**src/rtl/keypad_pkg.sv**
```systemverilog
// keypad_pkg: shared types and constants for the 4x4 keypad scanner.
//   scanStateT - scanner FSM states (SCAN, DEBOUNCE, HELD)
//   NUM_ROWS / NUM_COLS / KEY_W - matrix geometry and key-code width
//   COL_RESET  - column drive pattern out of reset
//   lowestSet  - index of the lowest set bit of a 4-bit vector
package keypad_pkg;

    typedef enum logic [1:0] {
        SCAN     = 2'd0,
        DEBOUNCE = 2'd1,
        HELD     = 2'd2
    } scanStateT;

    localparam int NUM_ROWS = 4;
    localparam int NUM_COLS = 4;
    localparam int KEY_W    = 4;

    localparam logic [NUM_COLS-1:0] COL_RESET = 4'b0001;

    // Lowest set bit wins; returns 0 for an all-zero input, callers
    // qualify with a separate "any bit set" test.
    function automatic logic [1:0] lowestSet(input logic [3:0] v);
        logic [1:0] idx;
        idx = 2'd0;
        for (int i = 3; i >= 0; i--) begin
            if (v[i]) idx = 2'(i);
        end
        return idx;
    endfunction

endpackage

```
**src/rtl/keypad_scan_sync2.sv**
```systemverilog
// sync2: parameterized-width two-flop synchronizer.
//   clk  - destination clock
//   rstN - asynchronous active-low reset, clears both stages to 0
//   d    - asynchronous input bus
//   q    - synchronized output bus (two cycles of latency)
module sync2 #(
    parameter int WIDTH = 4
) (
    input  logic             clk,
    input  logic             rstN,
    input  logic [WIDTH-1:0] d,
    output logic [WIDTH-1:0] q
);

    logic [WIDTH-1:0] meta;

    always_ff @(posedge clk or negedge rstN) begin
        if (!rstN) begin
            meta <= '0;
            q    <= '0;
        end else begin
            meta <= d;
            q    <= meta;
        end
    end

endmodule

```
**src/rtl/keypad_scan.sv**
```systemverilog
// keypad_scan: 4x4 matrix keypad scanner with synchronizer and debounce.
//   clk       - single clock, rising edge
//   rst_key   - asynchronous active-low reset
//   row_in    - raw active-high row lines, asynchronous to clk
//   col_out   - one-hot column drive
//   key_code  - last accepted key as {row[1:0], col[1:0]}
//   key_valid - single-cycle pulse per accepted press
//   key_held  - high while the accepted key stays pressed
module keypad_scan
    import keypad_pkg::*;
#(
    parameter int SCAN_DIV = 4,   // dwell cycles per column, >= 3
    parameter int DEB_CNT  = 3    // consecutive samples to accept, >= 1
) (
    input  logic                clk,
    input  logic                rst_key,
    input  logic [NUM_ROWS-1:0] row_in,
    output logic [NUM_COLS-1:0] col_out,
    output logic [KEY_W-1:0]    key_code,
    output logic                key_valid,
    output logic                key_held
);

    localparam int DW = (SCAN_DIV > 1) ? $clog2(SCAN_DIV) : 1;
    localparam int CW = $clog2(DEB_CNT + 1);

    localparam logic [DW-1:0] DWELL_LAST = DW'(SCAN_DIV - 1);
    localparam logic [DW-1:0] DWELL_ONE  = DW'(1);
    localparam logic [CW-1:0] DEB_LAST   = CW'(DEB_CNT);
    localparam logic [CW-1:0] CNT_ONE    = CW'(1);

    logic [NUM_ROWS-1:0] rowS;
    logic [DW-1:0]       dwellCnt;
    logic [CW-1:0]       matchCnt;
    logic [CW-1:0]       relCnt;
    logic [1:0]          latchRow;
    logic [1:0]          latchCol;
    scanStateT           state;

    logic                samplePt;
    logic                rowHit;
    logic [1:0]          selRow;
    logic [NUM_COLS-1:0] colNext;
    logic [CW-1:0]       matchInc;
    logic [CW-1:0]       relInc;

    sync2 #(.WIDTH(NUM_ROWS)) uSync (
        .clk  (clk),
        .rstN (rst_key),
        .d    (row_in),
        .q    (rowS)
    );

    assign samplePt = (dwellCnt == DWELL_LAST);
    assign rowHit   = |rowS;
    assign selRow   = lowestSet(rowS);
    assign colNext  = {col_out[NUM_COLS-2:0], col_out[NUM_COLS-1]};
    assign matchInc = matchCnt + CNT_ONE;
    assign relInc   = relCnt + CNT_ONE;

    // Dwell counter free-runs; since every column change happens on a
    // sample-point edge, the counter wrap keeps each column's dwell aligned.
    always_ff @(posedge clk or negedge rst_key) begin
        if (!rst_key) begin
            dwellCnt <= '0;
        end else begin
            dwellCnt <= samplePt ? '0 : dwellCnt + DWELL_ONE;
        end
    end

    always_ff @(posedge clk or negedge rst_key) begin
        if (!rst_key) begin
            state     <= SCAN;
            col_out   <= COL_RESET;
            key_code  <= '0;
            key_valid <= 1'b0;
            key_held  <= 1'b0;
            matchCnt  <= '0;
            relCnt    <= '0;
            latchRow  <= '0;
            latchCol  <= '0;
        end else begin
            key_valid <= 1'b0;
            if (samplePt) begin
                case (state)
                    SCAN: begin
                        if (!rowHit) begin
                            col_out <= colNext;
                        end else begin
                            // Column is frozen from here until release or mismatch.
                            latchRow <= selRow;
                            latchCol <= lowestSet(col_out);
                            if (DEB_CNT == 1) begin
                                key_code  <= {selRow, lowestSet(col_out)};
                                key_valid <= 1'b1;
                                key_held  <= 1'b1;
                                matchCnt  <= '0;
                                relCnt    <= '0;
                                state     <= HELD;
                            end else begin
                                matchCnt <= CNT_ONE;
                                state    <= DEBOUNCE;
                            end
                        end
                    end
                    DEBOUNCE: begin
                        if (rowHit && (selRow == latchRow)) begin
                            if (matchInc == DEB_LAST) begin
                                key_code  <= {latchRow, latchCol};
                                key_valid <= 1'b1;
                                key_held  <= 1'b1;
                                matchCnt  <= '0;
                                relCnt    <= '0;
                                state     <= HELD;
                            end else begin
                                matchCnt <= matchInc;
                            end
                        end else begin
                            matchCnt <= '0;
                            col_out  <= colNext;
                            state    <= SCAN;
                        end
                    end
                    HELD: begin
                        // Any row activity (even another key) keeps the hold alive.
                        if (!rowHit) begin
                            if (relInc == DEB_LAST) begin
                                relCnt   <= '0;
                                key_held <= 1'b0;
                                col_out  <= colNext;
                                state    <= SCAN;
                            end else begin
                                relCnt <= relInc;
                            end
                        end else begin
                            relCnt <= '0;
                        end
                    end
                    default: begin
                        state <= SCAN;
                    end
                endcase
            end
        end
    end

endmodule

```
**config.mk**
```make
export PLATFORM = sky130hd
export DESIGN_NAME = keypad_scan
export DESIGN_NICKNAME = d
export VERILOG_FILES = /design/src/rtl/keypad_pkg.sv /design/src/rtl/keypad_scan_sync2.sv /design/src/rtl/keypad_scan.sv
export SDC_FILE = /design/constraint.sdc
export NUM_CORES = 1
export LEC_CHECK = 0
export BUFFER_PORTS_ARGS = -buffer_cell sky130_fd_sc_hd__buf_2
export CORE_ASPECT_RATIO = 1.75
export CORE_UTILIZATION = 39
export DETAILED_ROUTE_END_ITERATION = 6
export PLACE_DENSITY_LB_ADDON = 0.05
export REMOVE_ABC_BUFFERS = 1
export SLEW_MARGIN = 15
export SYNTH_ARGS = -nofsm -noshare
export SYNTH_HDL_FRONTEND = slang
export SYNTH_SLANG_ARGS = --single-unit
```
**constraint.sdc**
```tcl
create_clock -name clk -period 4.7 [get_ports clk]
set_input_delay 0.235 -clock clk [delete_from_list [all_inputs] [get_ports clk]]
set_output_delay 0.235 -clock clk [all_outputs]
set_load 0.02 [all_outputs]
```
==> results.json, run 1 <==
{
  "power_density_nw_per_um2": 445,
  "critPathLaunch": "dwellCnt[0]$_DFF_PN0_",
  "hp-start": "row_in[3]",
  "firstDrtPassIters": 4,
  "h-tree-depth": 2,
  "wl_um": 2040,
  "clock-root-buffer": "clkbuf_8",
  "worstPathArrival_ps": 1940,
  "required_ps": 4870,
  "grt_pass1_vias": 768,
  "drc": 0,
  "port_buffers": 15,
  "crit_slowest_cell": "dfrtp_1",
  "end_kind": "flip-flop",
  "reg2reg_from": "dwellCnt[0]$_DFF_PN0_",
  "fp-row-count": 26,
  "synthCells": 95,
  "final_hold_viol_count": 0,
  "multi_input_area_um2": 452,
  "antenna_cells": 0,
  "die_w_um": 44.3,
  "final_common_cell": "dfrtp_1",
  "core_um2": 2960,
  "fin_cells": 160,
  "slew_headroom": 0.568,
  "overflow": 0,
  "die_h_um": 76.1,
  "vias_per_cell": 5.09,
  "post-route-period-util": 0.378,
  "clock_latency_ps": 280,
  "final_cell_mix": "dfrtp_1, buf_2, nor2_1",
  "seq_area_um2": 752,
  "path_clk_slew_ps": 60,
  "antenna_found_initial": 0,
  "numCtsBuffers": 5,
  "synth.avg_cell_area_um2": 12.9,
  "postCtsSetupRepairBufs": 0,
  "path_class": "flip-flop to flip-flop",
  "dpl.cell_count": 151,
  "wl_per_cell_um": 12.7,
  "min_path_type": "primary input to flip-flop",
  "tns_ps": 0,
  "ys_seq_elements": 30,
  "post-route-min-period_ps": 1770,
  "rsz0062_at_grt": "false",
  "worst_pin_slew_ps": 648,
  "hold_buffers": 1,
  "fmax_ghz": 0.564,
  "clock_sinks": 30,
  "ant_nets": 0,
  "drv_slew": 0,
  "path_cells": "ha_1 -> inv_1 -> nor2_2 -> o21ai_1 -> o31a_4 -> mux2_4",
  "nFillCells": 276,
  "postLayoutCoreUtil": 0.490,
  "synth.cell_area_um2": 1220,
  "status": "finished clean",
  "cts_buffer_depth": 2,
  "drt_iter0_markers": 11,
  "cts-resized-gates": 0,
  "dpl.hpwl_um": 1420,
  "ir_drop_uv": 281,
  "nets": 124,
  "area_growth_pct": 18.7,
  "p_leak_uw": 0.000708,
  "grt_pass1_wl_um": 3510,
  "grt_max_degree": 31,
  "drive_gt1_frac": 0.314,
  "cts_tree": "yes",
  "cp_slowest_stage_delay_ps": 350,
  "vias": 815,
  "ys_seq_area_frac": 0.615,
  "routabilityCongestion": 0.683,
  "rrSetupSlack_ps": 2930,
  "finalSetupViolations": 0,
  "whs_ps": 52.3,
  "dieArea_um2": 3370,
  "ios": 16,
  "clock_skew_ps": 4.57,
  "cp_max_fo": 4,
  "start_util": 0.413,
  "yosys_warnings": 0,
  "drv_cap": 0,
  "start_kind": "flip-flop",
  "synth.distinct_cells": 33,
  "track_usage": 0.144
}
## registers in the layout, summed over array words and instances, names as in the netlist
name        cells
latchRow        2
uSync.meta      4
key_valid       1
uSync.q         4
dwellCnt        2
relCnt          2
key_code        4
col_out         4
key_held        1
matchCnt        2
state           2
latchCol        2
## worst paths after layout
path                       cells after the start                       to
setup / recovery                               6   col_out[1]$_DFFE_PN0P_
hold / removal                                 1  uSync.meta[3]$_DFF_PN0_
setup reg to reg                               6   col_out[1]$_DFFE_PN0P_
hold reg to reg                                0     uSync.q[2]$_DFF_PN0_
max in group asynchronous                      2  latchCol[0]$_DFFE_PN0P_
min in group asynchronous                      2  key_code[2]$_DFFE_PN0P_
## kinds of logic (layout without fill, tap and decap cells)
group           count (synthesis)  in the layout  share of synthesized area
flops                          30             30                      0.615
simple gates                   30             30                      0.131
compound gates                 20             20                      0.134
mux                             9              9                     0.0942
buf+inv                         5             28                     0.0153
fa+ha+maj                       1              1                     0.0102
## cells in the mapped netlist (all sizes together)
cell type / instances / area, um2
a2111o: 1 / 11.3
a21bo: 1 / 10.0
a21oi: 1 / 5.00
a22oi: 1 / 7.51
a31oi: 2 / 12.5
a32o: 3 / 30.0
clkbuf: 1 / 3.75
dfrtp: 29 / 726
dfstp: 1 / 26.3
ha: 1 / 12.5
inv: 4 / 15.0
mux2: 8 / 105
mux2i: 1 / 10.0
nand2: 9 / 36.3
nand2b: 1 / 6.26
nand3: 1 / 5.00
nand4: 1 / 21.3
nor2: 12 / 47.6
nor2b: 4 / 27.5
nor3b: 1 / 7.51
nor4b: 1 / 8.76
o21ai: 4 / 23.8
o22ai: 1 / 6.26
o31a: 1 / 17.5
o31ai: 3 / 22.5
o41ai: 2 / 17.5
## worst max-delay path, delay by kind of cell (launching register included)
kind            cells  cell delay [ps]
compound gates      2              510
fa+ha+maj           1              210
buf+inv             1               90
flops               1              350
mux                 1              300
simple gates        1              190
## routing by layer
layer / vias up / track usage / share of wire
met5: - / 0 / 0
met4: 0 / 0.0818 / 0.031
met3: 6 / 0.0427 / 0.041
met2: 19 / 0.235 / 0.52
met1: 409 / 0.157 / 0.41
li1: 381 / - / -
## where the power goes
part / internal [uW] / leakage, uW / switching (uW)
Combinational: 43.2 / 0.000276 / 58.8
Sequential: 290 / 0.000385 / 35.9
Clock: 117 / 0.0000472 / 100
## stage by stage
stage,power (uW),worst slack (ps),instance area [um2]
final,645,2930,1450
after detailed placement,432,2930,1350
after global placement,429,2990,1350
after CTS,652,2920,1450
after floorplan,399,3050,1220
after global routing,679,2830,1450
## area by class of cell
class | count | share of cell area
Inverter | 4 | 0.0103
Clock buffer | 6 | 0.0569
Tap cell | 42 | 0.0362
Multi-Input combinational cell | 60 | 0.311
Sequential cell | 30 | 0.518
Clock inverter | 2 | 0.00862
Timing Repair Buffer | 16 | 0.0586
(Power assumes the default switching activity.)
==> run 2: changes to the inputs <==
clock period = 1.8 ns   (was 4.7 ns; I/O delays follow)
==> run 2 against run 1 <==
Effect of this change:
- routed wire length is 7.0% higher
- fmax up 4.0%
- final cell count grew 5.6%
- global-route usage up 1.1 points
- utilization rose by 2.6 points
- cell area grew 5.3%
- clock power grew to 2.5 times the previous value
==> results.json, run 2 (synthesized netlist as in run 1, its figures left out) <==
{
  "power_density_nw_per_um2": 1110,
  "ios": 16,
  "dieArea_um2": 3370,
  "path_clk_slew_ps": 60,
  "rsz0062_at_grt": "false",
  "switchingPower_uw": 496,
  "cp_max_fo": 4,
  "numCtsBuffers": 5,
  "final_cell_mix": "dfrtp_1, buf_2, nor2_1",
  "path_class": "flip-flop to flip-flop",
  "fp-row-count": 26,
  "post-route-period-util": 0.948,
  "nFillCells": 267,
  "h-tree-depth": 2,
  "grt_pass1_vias": 840,
  "core_um2": 2960,
  "vias": 835,
  "die_w_um": 44.3,
  "total_power_uw": 1690,
  "fmax_ghz": 0.586,
  "crit_family": "compound AO/OA/AOI/OAI gates",
  "worst_pin_slew_ps": 647,
  "cp_slowest_stage_delay_ps": 390,
  "dpl.hpwl_um": 1570,
  "p_leak_uw": 0.000750,
  "wl_um": 2180,
  "place_area_um2": 1380,
  "clock_sinks": 30,
  "design_area_um2": 1530,
  "critPathLaunch": "uSync.q[3]$_DFF_PN0_",
  "vias_per_cell": 4.94,
  "drv_cap": 0,
  "internal_power_uw": 1200,
  "clock-root-buffer": "clkbuf_8",
  "die_h_um": 76.1,
  "hp-start": "uSync.meta[0]$_DFF_PN0_",
  "postLayoutCoreUtil": 0.516,
  "drt_iter0_markers": 22,
  "port_buffers": 15,
  "ir_drop_uv": 813,
  "start_kind": "flip-flop",
  "tns_ps": 0,
  "cts_buffer_depth": 2,
  "grt_pass1_wl_um": 3730,
  "ant_nets": 0,
  "p_sw_frac": 0.293,
  "clock_latency_ps": 280,
  "overflow": 0,
  "pwr-share-comb": 0.171,
  "drc": 0,
  "routabilityCongestion": 0.716,
  "post-route-min-period_ps": 1710,
  "pwr-share-seq": 0.505,
  "final_hold_viol_count": 0,
  "antenna_found_initial": 0,
  "nets": 133,
  "antenna_cells": 0,
  "min_path_type": "flip-flop to flip-flop",
  "wl_per_cell_um": 12.9,
  "drv_slew": 0,
  "status": "finished clean",
  "clkPwrFrac": 0.324,
  "start_util": 0.413,
  "final_common_cell": "dfrtp_1",
  "clock_skew_ps": 6.48,
  "finalSetupViolations": 0,
  "cts_tree": "yes",
  "crit_buf_inv": 0,
  "drive_gt1_frac": 0.331,
  "reg2reg_from": "uSync.q[3]$_DFF_PN0_",
  "worstPathArrival_ps": 1870,
  "required_ps": 1960,
  "track_usage": 0.155,
  "crit_slowest_cell": "o31a_4",
  "path_cells": "nor2b_2 -> mux2i_1 -> o21ai_2 -> o31a_4 -> mux2_4",
  "area_growth_pct": 25.0,
  "slew_headroom": 0.569,
  "end_kind": "flip-flop",
  "grt_max_degree": 31,
  "firstDrtPassIters": 4
}
==> run 2: worst paths after layout <==
path / to / slack, ps / cells after the start
min reg2reg: uSync.q[0]$_DFF_PN0_ / 340 / 0
min: uSync.q[0]$_DFF_PN0_ / 340 / 0
max reg2reg: col_out[2]$_DFFE_PN0P_ / 90 / 5
max: col_out[2]$_DFFE_PN0P_ / 90 / 5
min in group asynchronous: latchRow[0]$_DFFE_PN0P_ / 360 / 2
max in group asynchronous: col_out[3]$_DFFE_PN0P_ / 1010 / 2
==> run 2: area by class of cell <==
cell class | instances | area [um2] | share of cell area
clock buffers | 7 | 86.3 | 0.0565
flip-flops and latches | 30 | 752 | 0.492
repair buffers | 25 | 163 | 0.106
well taps | 42 | 52.6 | 0.0344
multi-input cells | 60 | 454 | 0.297
clock inverters | 1 | 5.00 | 0.00328
inverters | 4 | 15.0 | 0.00983
==> run 2: power groups by stage <==
stage	sequential (uW)	combinational (uW)	clock, uW
2_1_floorplan	864	178	0
3_3_place_gp	865	267	0
3_5_place_dp	867	270	0
4_1_cts	854	279	568
5_1_grt	868	319	590
6_report	854	290	549
==> run 2: per-stage QoR <==
stage | setup slack (ps) | instances | hold slack [ps]
6_report | 94.1 | 169 | 344
5_1_grt | 1.96 | 169 | 365
4_1_cts | 74.5 | 168 | 347
3_5_place_dp | 86.8 | 155 | 154
3_3_place_gp | 91.5 | 155 | 154
2_1_floorplan | 147 | 94 | -206
==> run 2: what timing repair did <==
item	CTS	global route
setup buffers	0	1
resized for setup	0	1
endpoints found under the setup margin	0	3
endpoints found under the hold margin	33	0
hold buffers	5	0
==> run 2: routing by layer <==
layer	track usage	part of all wire	vias to the layer above
met3	0.0450	0.036	6
met1	0.143	0.38	411
met5	0	0	-
met4	0.100	0.033	0
met2	0.274	0.56	17
li1	-	-	401
